==> config.mk <==
export PLATFORM = sky130hd
export DESIGN_NAME = busy_arbiter_flat
export DESIGN_NICKNAME = d
export VERILOG_FILES = /design/src/rtl/busy_arbiter_if.sv /design/src/rtl/busy_arbiter.sv /design/src/flat_wrapper.sv
export SDC_FILE = /design/constraint.sdc
export NUM_CORES = 1
export LEC_CHECK = 0
export ABC_AREA = 1
export CAP_MARGIN = 30
export CORE_MARGIN = 1
export CORE_UTILIZATION = 41
export CTS_CLUSTER_SIZE = 12
export DETAILED_ROUTE_END_ITERATION = 8
export GPL_TIMING_DRIVEN = 0
export PLACE_DENSITY = 0.66
export SLEW_MARGIN = 15
export SYNTH_ARGS = -nofsm -noshare
export SYNTH_HDL_FRONTEND = slang
export SYNTH_SLANG_ARGS = --single-unit
==> constraint.sdc <==
create_clock -name clk -period 1.9 [get_ports clk]
set_input_delay 0.38 -clock clk [delete_from_list [all_inputs] [get_ports clk]]
set_output_delay 0.38 -clock clk [all_outputs]
set_load 0.1 [all_outputs]
==> src/rtl/busy_arbiter_if.sv <==
// busy_arbiter_if: client-side handshake bundle for busy_arbiter.
//   req_1..req_4        client k requests the shared memory port (level)
//   done_1..done_4      client k has finished (pulse or level)
//   busy_1..busy_4      one-hot ownership grant to the port distributor
//   grant_id[1:0]       index of the current or last owner (0..3)
//   idle                arbiter is in IDLE
//   timeout_err         one-cycle pulse on a forced release
//   err_cnt[7:0]        saturating count of forced releases
// Modports: master = client/requester side, slave = arbiter side.
interface busy_arbiter_if;
    logic       req_1, req_2, req_3, req_4;
    logic       done_1, done_2, done_3, done_4;
    logic       busy_1, busy_2, busy_3, busy_4;
    logic [1:0] grant_id;
    logic       idle;
    logic       timeout_err;
    logic [7:0] err_cnt;

    modport master (
        output req_1, req_2, req_3, req_4,
        output done_1, done_2, done_3, done_4,
        input  busy_1, busy_2, busy_3, busy_4,
        input  grant_id, idle, timeout_err, err_cnt
    );

    modport slave (
        input  req_1, req_2, req_3, req_4,
        input  done_1, done_2, done_3, done_4,
        output busy_1, busy_2, busy_3, busy_4,
        output grant_id, idle, timeout_err, err_cnt
    );
endinterface

==> src/rtl/busy_arbiter.sv <==
// busy_arbiter: round-robin owner selection for the shared old-word/new-word
// memory port. Drives the distributor's one-hot busy inputs, inserts a drain
// gap between owners and force-releases any owner holding past TIMEOUT cycles.
// Ports:
//   clk    rising-edge system clock
//   reset  synchronous, active-high reset
//   bus    busy_arbiter_if.slave (req/done in; busy, grant_id, idle,
//          timeout_err, err_cnt out -- all registered)
// Parameters:
//   GAP_CYCLES  all-busy-low cycles in GAP before returning to IDLE (1..15)
//   TIMEOUT     maximum hold length in cycles (2..1023)
module busy_arbiter #(
    parameter int unsigned GAP_CYCLES = 2,
    parameter int unsigned TIMEOUT    = 1023
) (
    input logic           clk,
    input logic           reset,
    busy_arbiter_if.slave bus
);

    typedef enum logic [1:0] {S_IDLE, S_HOLD, S_GAP} state_e;

    localparam logic [9:0] HOLD_LAST = 10'(TIMEOUT - 1);
    localparam logic [3:0] GAP_LOAD  = 4'(GAP_CYCLES - 1);

    state_e     state_q, state_d;
    logic [3:0] busy_q, busy_d;
    logic [1:0] grant_id_q, grant_id_d;
    logic       idle_q, idle_d;
    logic       timeout_err_q, timeout_err_d;
    logic [7:0] err_cnt_q, err_cnt_d;
    logic [1:0] ptr_q, ptr_d;
    logic [9:0] hold_cnt_q, hold_cnt_d;
    logic [3:0] gap_cnt_q, gap_cnt_d;

    logic [3:0] req_v, done_v;
    logic [1:0] sel, idx;
    logic       found;
    logic       rel;

    assign req_v  = {bus.req_4, bus.req_3, bus.req_2, bus.req_1};
    assign done_v = {bus.done_4, bus.done_3, bus.done_2, bus.done_1};

    always_comb begin
        state_d       = state_q;
        busy_d        = busy_q;
        grant_id_d    = grant_id_q;
        idle_d        = idle_q;
        timeout_err_d = 1'b0;
        err_cnt_d     = err_cnt_q;
        ptr_d         = ptr_q;
        hold_cnt_d    = hold_cnt_q;
        gap_cnt_d     = gap_cnt_q;
        sel           = ptr_q;
        idx           = ptr_q;
        found         = 1'b0;
        rel           = 1'b0;

        // First requester at or above the pointer, wrapping 3 -> 0.
        for (int unsigned i = 0; i < 4; i++) begin
            idx = ptr_q + 2'(i);
            if (!found && req_v[idx]) begin
                sel   = idx;
                found = 1'b1;
            end
        end

        case (state_q)
            S_IDLE: begin
                if (found) begin
                    busy_d     = 4'b0001 << sel;
                    grant_id_d = sel;
                    ptr_d      = sel + 2'd1;
                    hold_cnt_d = '0;
                    idle_d     = 1'b0;
                    state_d    = S_HOLD;
                end
            end
            S_HOLD: begin
                hold_cnt_d = hold_cnt_q + 10'd1;
                rel        = done_v[grant_id_q] | ~req_v[grant_id_q];
                // A release on the last allowed cycle wins over the timeout.
                if (rel || hold_cnt_q == HOLD_LAST) begin
                    busy_d    = '0;
                    gap_cnt_d = GAP_LOAD;
                    state_d   = S_GAP;
                    if (!rel) begin
                        timeout_err_d = 1'b1;
                        if (err_cnt_q != 8'hFF)
                            err_cnt_d = err_cnt_q + 8'd1;
                    end
                end
            end
            S_GAP: begin
                if (gap_cnt_q == '0) begin
                    state_d = S_IDLE;
                    idle_d  = 1'b1;
                end else begin
                    gap_cnt_d = gap_cnt_q - 4'd1;
                end
            end
            default: begin
                busy_d  = '0;
                idle_d  = 1'b1;
                state_d = S_IDLE;
            end
        endcase
    end

    always_ff @(posedge clk) begin
        if (reset) begin
            state_q       <= S_IDLE;
            busy_q        <= '0;
            grant_id_q    <= '0;
            idle_q        <= 1'b1;
            timeout_err_q <= 1'b0;
            err_cnt_q     <= '0;
            ptr_q         <= '0;
            hold_cnt_q    <= '0;
            gap_cnt_q     <= '0;
        end else begin
            state_q       <= state_d;
            busy_q        <= busy_d;
            grant_id_q    <= grant_id_d;
            idle_q        <= idle_d;
            timeout_err_q <= timeout_err_d;
            err_cnt_q     <= err_cnt_d;
            ptr_q         <= ptr_d;
            hold_cnt_q    <= hold_cnt_d;
            gap_cnt_q     <= gap_cnt_d;
        end
    end

    assign bus.busy_1      = busy_q[0];
    assign bus.busy_2      = busy_q[1];
    assign bus.busy_3      = busy_q[2];
    assign bus.busy_4      = busy_q[3];
    assign bus.grant_id    = grant_id_q;
    assign bus.idle        = idle_q;
    assign bus.timeout_err = timeout_err_q;
    assign bus.err_cnt     = err_cnt_q;

endmodule

==> src/flat_wrapper.sv <==
// flat-port wrapper written by rule: the top's interface ports become plain ports
module busy_arbiter_flat 
#(
    parameter int unsigned GAP_CYCLES = 2,
    parameter int unsigned TIMEOUT    = 1023
)
  (clk, reset, bus_req_1, bus_req_2, bus_req_3, bus_req_4, bus_done_1, bus_done_2, bus_done_3, bus_done_4, bus_busy_1, bus_busy_2, bus_busy_3, bus_busy_4, bus_grant_id, bus_idle, bus_timeout_err, bus_err_cnt);
  busy_arbiter_if bus_i ();
  input logic clk;
  input logic reset;
  input wire logic [$bits(bus_i.req_1)-1:0] bus_req_1;
  input wire logic [$bits(bus_i.req_2)-1:0] bus_req_2;
  input wire logic [$bits(bus_i.req_3)-1:0] bus_req_3;
  input wire logic [$bits(bus_i.req_4)-1:0] bus_req_4;
  input wire logic [$bits(bus_i.done_1)-1:0] bus_done_1;
  input wire logic [$bits(bus_i.done_2)-1:0] bus_done_2;
  input wire logic [$bits(bus_i.done_3)-1:0] bus_done_3;
  input wire logic [$bits(bus_i.done_4)-1:0] bus_done_4;
  output wire logic [$bits(bus_i.busy_1)-1:0] bus_busy_1;
  output wire logic [$bits(bus_i.busy_2)-1:0] bus_busy_2;
  output wire logic [$bits(bus_i.busy_3)-1:0] bus_busy_3;
  output wire logic [$bits(bus_i.busy_4)-1:0] bus_busy_4;
  output wire logic [$bits(bus_i.grant_id)-1:0] bus_grant_id;
  output wire logic [$bits(bus_i.idle)-1:0] bus_idle;
  output wire logic [$bits(bus_i.timeout_err)-1:0] bus_timeout_err;
  output wire logic [$bits(bus_i.err_cnt)-1:0] bus_err_cnt;
  assign bus_i.req_1 = bus_req_1;
  assign bus_i.req_2 = bus_req_2;
  assign bus_i.req_3 = bus_req_3;
  assign bus_i.req_4 = bus_req_4;
  assign bus_i.done_1 = bus_done_1;
  assign bus_i.done_2 = bus_done_2;
  assign bus_i.done_3 = bus_done_3;
  assign bus_i.done_4 = bus_done_4;
  assign bus_busy_1 = bus_i.busy_1;
  assign bus_busy_2 = bus_i.busy_2;
  assign bus_busy_3 = bus_i.busy_3;
  assign bus_busy_4 = bus_i.busy_4;
  assign bus_grant_id = bus_i.grant_id;
  assign bus_idle = bus_i.idle;
  assign bus_timeout_err = bus_i.timeout_err;
  assign bus_err_cnt = bus_i.err_cnt;
  busy_arbiter #(.GAP_CYCLES(GAP_CYCLES), .TIMEOUT(TIMEOUT)) u_core (.clk(clk), .reset(reset), .bus(bus_i));
endmodule
Word level (Yosys, flattened, before mapping)
Index checks and enable logic that the tools add are counted.
Operators by class
  $add $sub $neg: 7
  magnitude comparators: 5
  eq/ne operators: 8
  shift-type cells: 1
  multiplexer cells: 35
  bitwise operators: 6
  reductions and logical operators: 19
Operators with widths (number)
  case mux 10 bit (2 select lines): 1
  two-way mux 4 bit: 4
  < comparator 2 x 3 -> 1 bit, second input constant: 5
  two-way mux 1 bit: 13
  binary-select mux 1 bit (select 2 bit): 6
  two-way mux 2 bit: 6
  case mux 4 bit (3 select lines): 1
  AND reduction 3 bit: 4
  adder 10 x 1 -> 10 bit, second input constant: 1
  == test 10 bit, second input constant: 1
  two-way mux 10 bit: 1
  adder 8 x 1 -> 8 bit, second input constant: 1
  inequality test 8 bit, second input constant: 1
  case mux 4 bit (2 select lines): 1
  inequality test 2 x 1 -> 1 bit, second input constant: 3
  case mux 2 bit (3 select lines): 1
  inverter 1 bit: 5
  adder 2 x 1 -> 2 bit, second input constant: 2
  adder 2 bit, second input constant: 2
  logical NOT 4 bit: 1
  AND reduction 2 bit: 2
  AND reduction 4 bit: 1
  nonzero test 2 bit: 2
  left shift 1 x 2 -> 4 bit, first input constant: 1
  other kinds (11): 15
Word-level totals
  register bits after elaboration: 34
  bits of input ports: 10
  output and inout port bits: 16

Longest topological paths before layout
Gate-level depths: netlist of the first run.
  depth after elaboration: 15
  gate-level depth with buffers: 18

Worst setup path before layout of the first run
No wires, ideal clock.
  kind: register -> register
  start point: register u_core.err_cnt_q[0], in the netlist u_core.bus.err_cnt[0]
  end point: register u_core.err_cnt_q[2], in the netlist u_core.bus.err_cnt[2]
  library setup time: 70 ps
  arrival time: 2167 ps
  slack: -337 ps
  stages on the path, launching flop included: 8
  path buffers: 0
  clock period less this slack: 2237 ps
  cell sequence: dfxtp_1 ha_1 nand4_1 nor2_1 a21oi_2 nand2_1 nand2_1 a21oi_1
Between the ends
  longest elaborated chain between the ends: 2
  elaborated cells on any way between the ends: 3
RTL lines
  start: declaration: line busy_arbiter.sv:31  | logic [7:0] err_cnt_q, err_cnt_d;
  start signal: assignment: line busy_arbiter.sv:127  | err_cnt_q <= err_cnt_d;
  branches (longest 2 deep; another with adder 8 x 1 -> 8 bit)
Several ways; the timed one is not identified.
A chain may end at the register's enable or synchronous reset.

Worst setup path after layout of the first run
  start point: register u_core.ptr_q[0]
  end point: register u_core.ptr_q[1]
Between the ends
  longest elaborated chain between the ends: 13
  elaborated cells on any way between the ends: 26
RTL lines
  start: declaration: line busy_arbiter.sv:32  | logic [1:0] ptr_q, ptr_d;
  start signal: assignment: line busy_arbiter.sv:128  | ptr_q <= ptr_d;
  branches (longest 11 deep; another with adder 2 x 1 -> 2 bit)
  two-way mux 2 bit *: line busy_arbiter.sv:62  | if (!found && req_v[idx]) begin
  via u_core.sel[0]: line busy_arbiter.sv:37  | logic [1:0] sel, idx;
  adder 2 x 1 -> 2 bit *: line busy_arbiter.sv:73  | ptr_d = sel + 2'd1;
Mark *: on every way through the listed nets, which the timed path passes. The select of a mux whose other input is x is not followed.

==> results.md, run 1 <==
* VDD IR-drop max at 1.15 mV
* Switch Pwr at 2.55 mW
* Sequential Power Share at 0.202
* Initial antenna violation count at 0
* Layout area overhead at 31.3%
* Gr usage total at 0.185
* Cts bufs inserted at 5
* Root Driver: clkbuf_8
* Final setup vio count at 1
* CP cell instances: buf_6, clkinv_8, nand2_4, nand3_4, nand2_4, inv_4, nor2_8, nand3_2, nand2_2, nand2_4, inv_2, ha_2, o21ai_1, nor2_1
* Gate power share at 0.679
* R2R depth at 14
* H-tree levels at 2
* End of the critical path: u_core.ptr_q[1]
* RSZ-0062 raised after global routing: yes
* Vias in the first global route at 1962
* Placer Congestion at 0.843
* Register bit count reported by yosys at 34
* Power density of the placed cells at 1620 nW/um^2
* Met3 GRT Util at 0.0323
* Min-Delay Path Class: register to register
* Layout cells sized above 1 at 0.253
* Crit path top cell by count: nand2_4
* Worst Hold Launch: u_core.gap_cnt_q[2]
* Worst R2R End: u_core.ptr_q[1]
* DRC Markers at 0
* Clock insertion delay at the later pin of the skew report at 0.29 ns
* Largest net degree at the start of global routing at 12
* Relative slew slack at 0.367
* # IOs at 26
* DP Wirelength at 3700 um
* Setup tns final at -0.0294 ns
* Synthesized cell area at 2260 um^2
* Grt ovf at 0
* R2r setup slk at -0.03 ns
* Clk_skew at 0.00735 ns
* Tcrit/Tclk final at 1.02
* First drt pass iteration count at 5
* Critical path data required time at 2.09 ns
* Number of port buffers at 24
* Failing checks: setup timing
* M1 GR Usage at 0.239
* CP Capture Type: register
* Die W at 76.2 um
* Highest Clock Rate at 518 MHz
* PnR worst setup slack at -0.0294 ns
* Status: finished with violations
* Slowest CP cell: dfxtp_2
* FFs w/ async S/R, synth at 0
* Syn nets at 357
* Post-synth top flop: dfxtp_1
* Slew Limit Fails at 0
* Post-synth EDFFs at 0
* CTS Sinks at 34
* Fin. Hold Viols at 0
* Post-route minimum period at 1.93 ns
* Row cnt at 26
* Die Height at 76.2 um
* Fillcell total at 505
* 1st-iter DRT viols at 99
* Sw Share at 0.531
* Seq/Total Area, Yosys at 0.301
* Syn Inst Count at 336
* Crit path launch: u_core.ptr_q[0]
* Placeable Area at 5200 um^2
* Fin Hold WS at 0.467 ns
* GRT Max-Usage Layer: met2
* Hold_buf cts at 0
* Nets at 403
* Largest stage delay on the critical path at 0.34 ns
* WL final at 5540 um
* Via/cell ratio at 4.96
* Wirelength per Cell at 12.2 um
* CP Data Arrival Time at 2.12 ns
* Crit path kind: register to register
* Slew @ Worst Pin at 0.953 ns
* Clock Path Buffers at 2
* Diodes inserted at 0
* Avg Inst Size Synth at 6.72 um^2
* CTS tree: done
* Crit path launch type: register
* Max cap viols at 0
* Clock Power Share at 0.119
* Power Internal at 2.25 mW
* Crit-path max FO at 7
* Met2 GRT Util at 0.308
* First-pass GRT wire length at 8810 um
* CTS clk-pin slew, worst paths at 0.07 ns
* Post-DRT Antenna Nets at 0
* Die area at 5810 um^2
* Initial Utilization at 0.434
* Vias at 2249
* Critical R2R Launch: u_core.ptr_q[0]
* LEAKAGE at 1.29 nW
* Distinct cell type count after synthesis at 30
* Warnings, synthesis at 0
power by group through the flow:
stage	registers [mW]	clock network (mW)	logic, mW
2_1_floorplan	1.32	0	1.70
3_3_place_gp	0.959	0	2.53
3_5_place_dp	0.963	0	2.57
4_1_cts	0.955	0.588	2.83
5_1_grt	0.987	0.620	3.55
6_report	0.969	0.572	3.25
per-layer routing:
metal,wire [um],vias to the layer above
li1,-,1188
met1,2650,1018
met2,2630,34
met3,173,9
met4,86,0
met5,0,-
cell families (layout without fill, tap and decap cells):
| group | Yosys count | count (layout) | synth area share |
|---|---|---|---|
| flip-flops | 34 | 34 | 0.301 |
| XOR/XNOR | 13 | 13 | 0.0504 |
| buffers and inverters | 43 | 90 | 0.0814 |
| adder cells (fa/ha/maj) | 11 | 11 | 0.0609 |
| AO/OA/AOI/OAI | 34 | 34 | 0.0820 |
| AND/OR/NAND/NOR | 201 | 201 | 0.424 |
layout make-up:
type	count	area (um^2)	share of cell area
Buffer	8	53.8	0.0181
Inverter	35	151	0.0511
Tap cell	70	87.6	0.0295
Clock buffer	6	82.6	0.0278
Sequential cell	34	696	0.235
Multi-Input combinational cell	259	1570	0.528
Timing Repair Buffer	39	315	0.106
Clock inverter	2	12.5	0.00422
registers in the layout, indices dropped and copies added (netlist names):
name,cells
u_core.hold_cnt_q,10
u_core.bus.err_cnt,8
u_core.busy_q,4
u_core.gap_cnt_q,4
u_core.bus.grant_id,2
u_core.ptr_q,2
u_core.state_q,2
u_core.bus.idle,1
u_core.bus.timeout_err,1
worst min-delay path by stage:
| stage | cells after the start | slack (ns) | endpoint |
|---|---|---|---|
| after floorplan | 2 | 0.44 | u_core.gap_cnt_q[2] |
| after global placement | 2 | 0.45 | u_core.bus.idle |
| after detailed placement | 2 | 0.45 | u_core.bus.idle |
| after CTS | 2 | 0.47 | u_core.bus.idle |
| after global routing | 2 | 0.49 | u_core.gap_cnt_q[2] |
| final | 2 | 0.47 | u_core.gap_cnt_q[2] |
per-stage QoR:
step / setup slack (ns) / utilization / instance area [um^2] / power [mW] / std cells
after floorplan: 0.0147 / - / 2270 / 3.01 / 336
after CTS: 0.00209 / 0.538 / 2800 / 4.37 / 448
final: -0.0294 / 0.570 / 2970 / 4.79 / 453
after detailed placement: -0.475 / 0.499 / 2600 / 3.54 / 430
after global placement: -0.421 / 0.499 / 2600 / 3.49 / 430
after global routing: -0.130 / 0.570 / 2970 / 5.15 / 453
cells in the mapped netlist, drive strengths merged, types with 4 or more instances:
library cell	count	share of area
xnor2	4	0.016
nor2	35	0.066
dfxtp	34	0.30
buf	5	0.017
nand3	60	0.14
ha	11	0.061
a21oi	27	0.061
nor3	5	0.011
nand4	6	0.023
xor2	9	0.035
o21ai	7	0.021
inv	35	0.059
nand2	92	0.18
cells in the final DEF, fill, tap and decap left out, types with 6 or more instances in the layout:
| master | Yosys | final |
|---|---|---|
| buf_4 | 1 | 13 |
| clkbuf_8 | 0 | 6 |
| nand2_2 | 6 | 12 |
| a21oi_1 | 26 | 26 |
| nand2_1 | 81 | 65 |
| inv_1 | 30 | 28 |
| dfxtp_1 | 34 | 24 |
| xor2_1 | 9 | 9 |
| dfxtp_2 | 0 | 9 |
| dlygate4sd2_1 | 0 | 9 |
| nand3_1 | 58 | 54 |
| nor2_1 | 33 | 32 |
| ha_1 | 11 | 8 |
| nand2_4 | 5 | 15 |
critical path: cells and delay by family (launching register included):
| kind | cells | cell delay (ns) |
|---|---|---|
| simple gates | 8 | 0.73 |
| buf+inv | 4 | 0.36 |
| compound gates | 1 | 0.13 |
| fa+ha+maj | 1 | 0.27 |
| flops | 1 | 0.34 |
what timing repair did:
| action | 4_1_cts | 5_1_grt |
|---|---|---|
| endpoints found under the setup margin | 21 | 24 |
| gates cloned | 1 | 1 |
| resized for setup | 46 | 47 |
| setup buffers | 9 | 4 |
| endpoints found under the hold margin | 0 | 0 |
| pin swaps | 9 | 25 |
Power figures use the tool's default switching activity.
==> run 2: changes to the inputs <==
--- a/config.mk
+++ b/config.mk
@@ -9,7 +9,6 @@
 export CAP_MARGIN = 30
 export CORE_MARGIN = 1
 export CORE_UTILIZATION = 41
-export CTS_CLUSTER_SIZE = 12
 export DETAILED_ROUTE_END_ITERATION = 8
 export GPL_TIMING_DRIVEN = 0
 export PLACE_DENSITY = 0.66
==> results of run 2 <==
No change in the layout: final DEF, timing and power equal those of run 1.
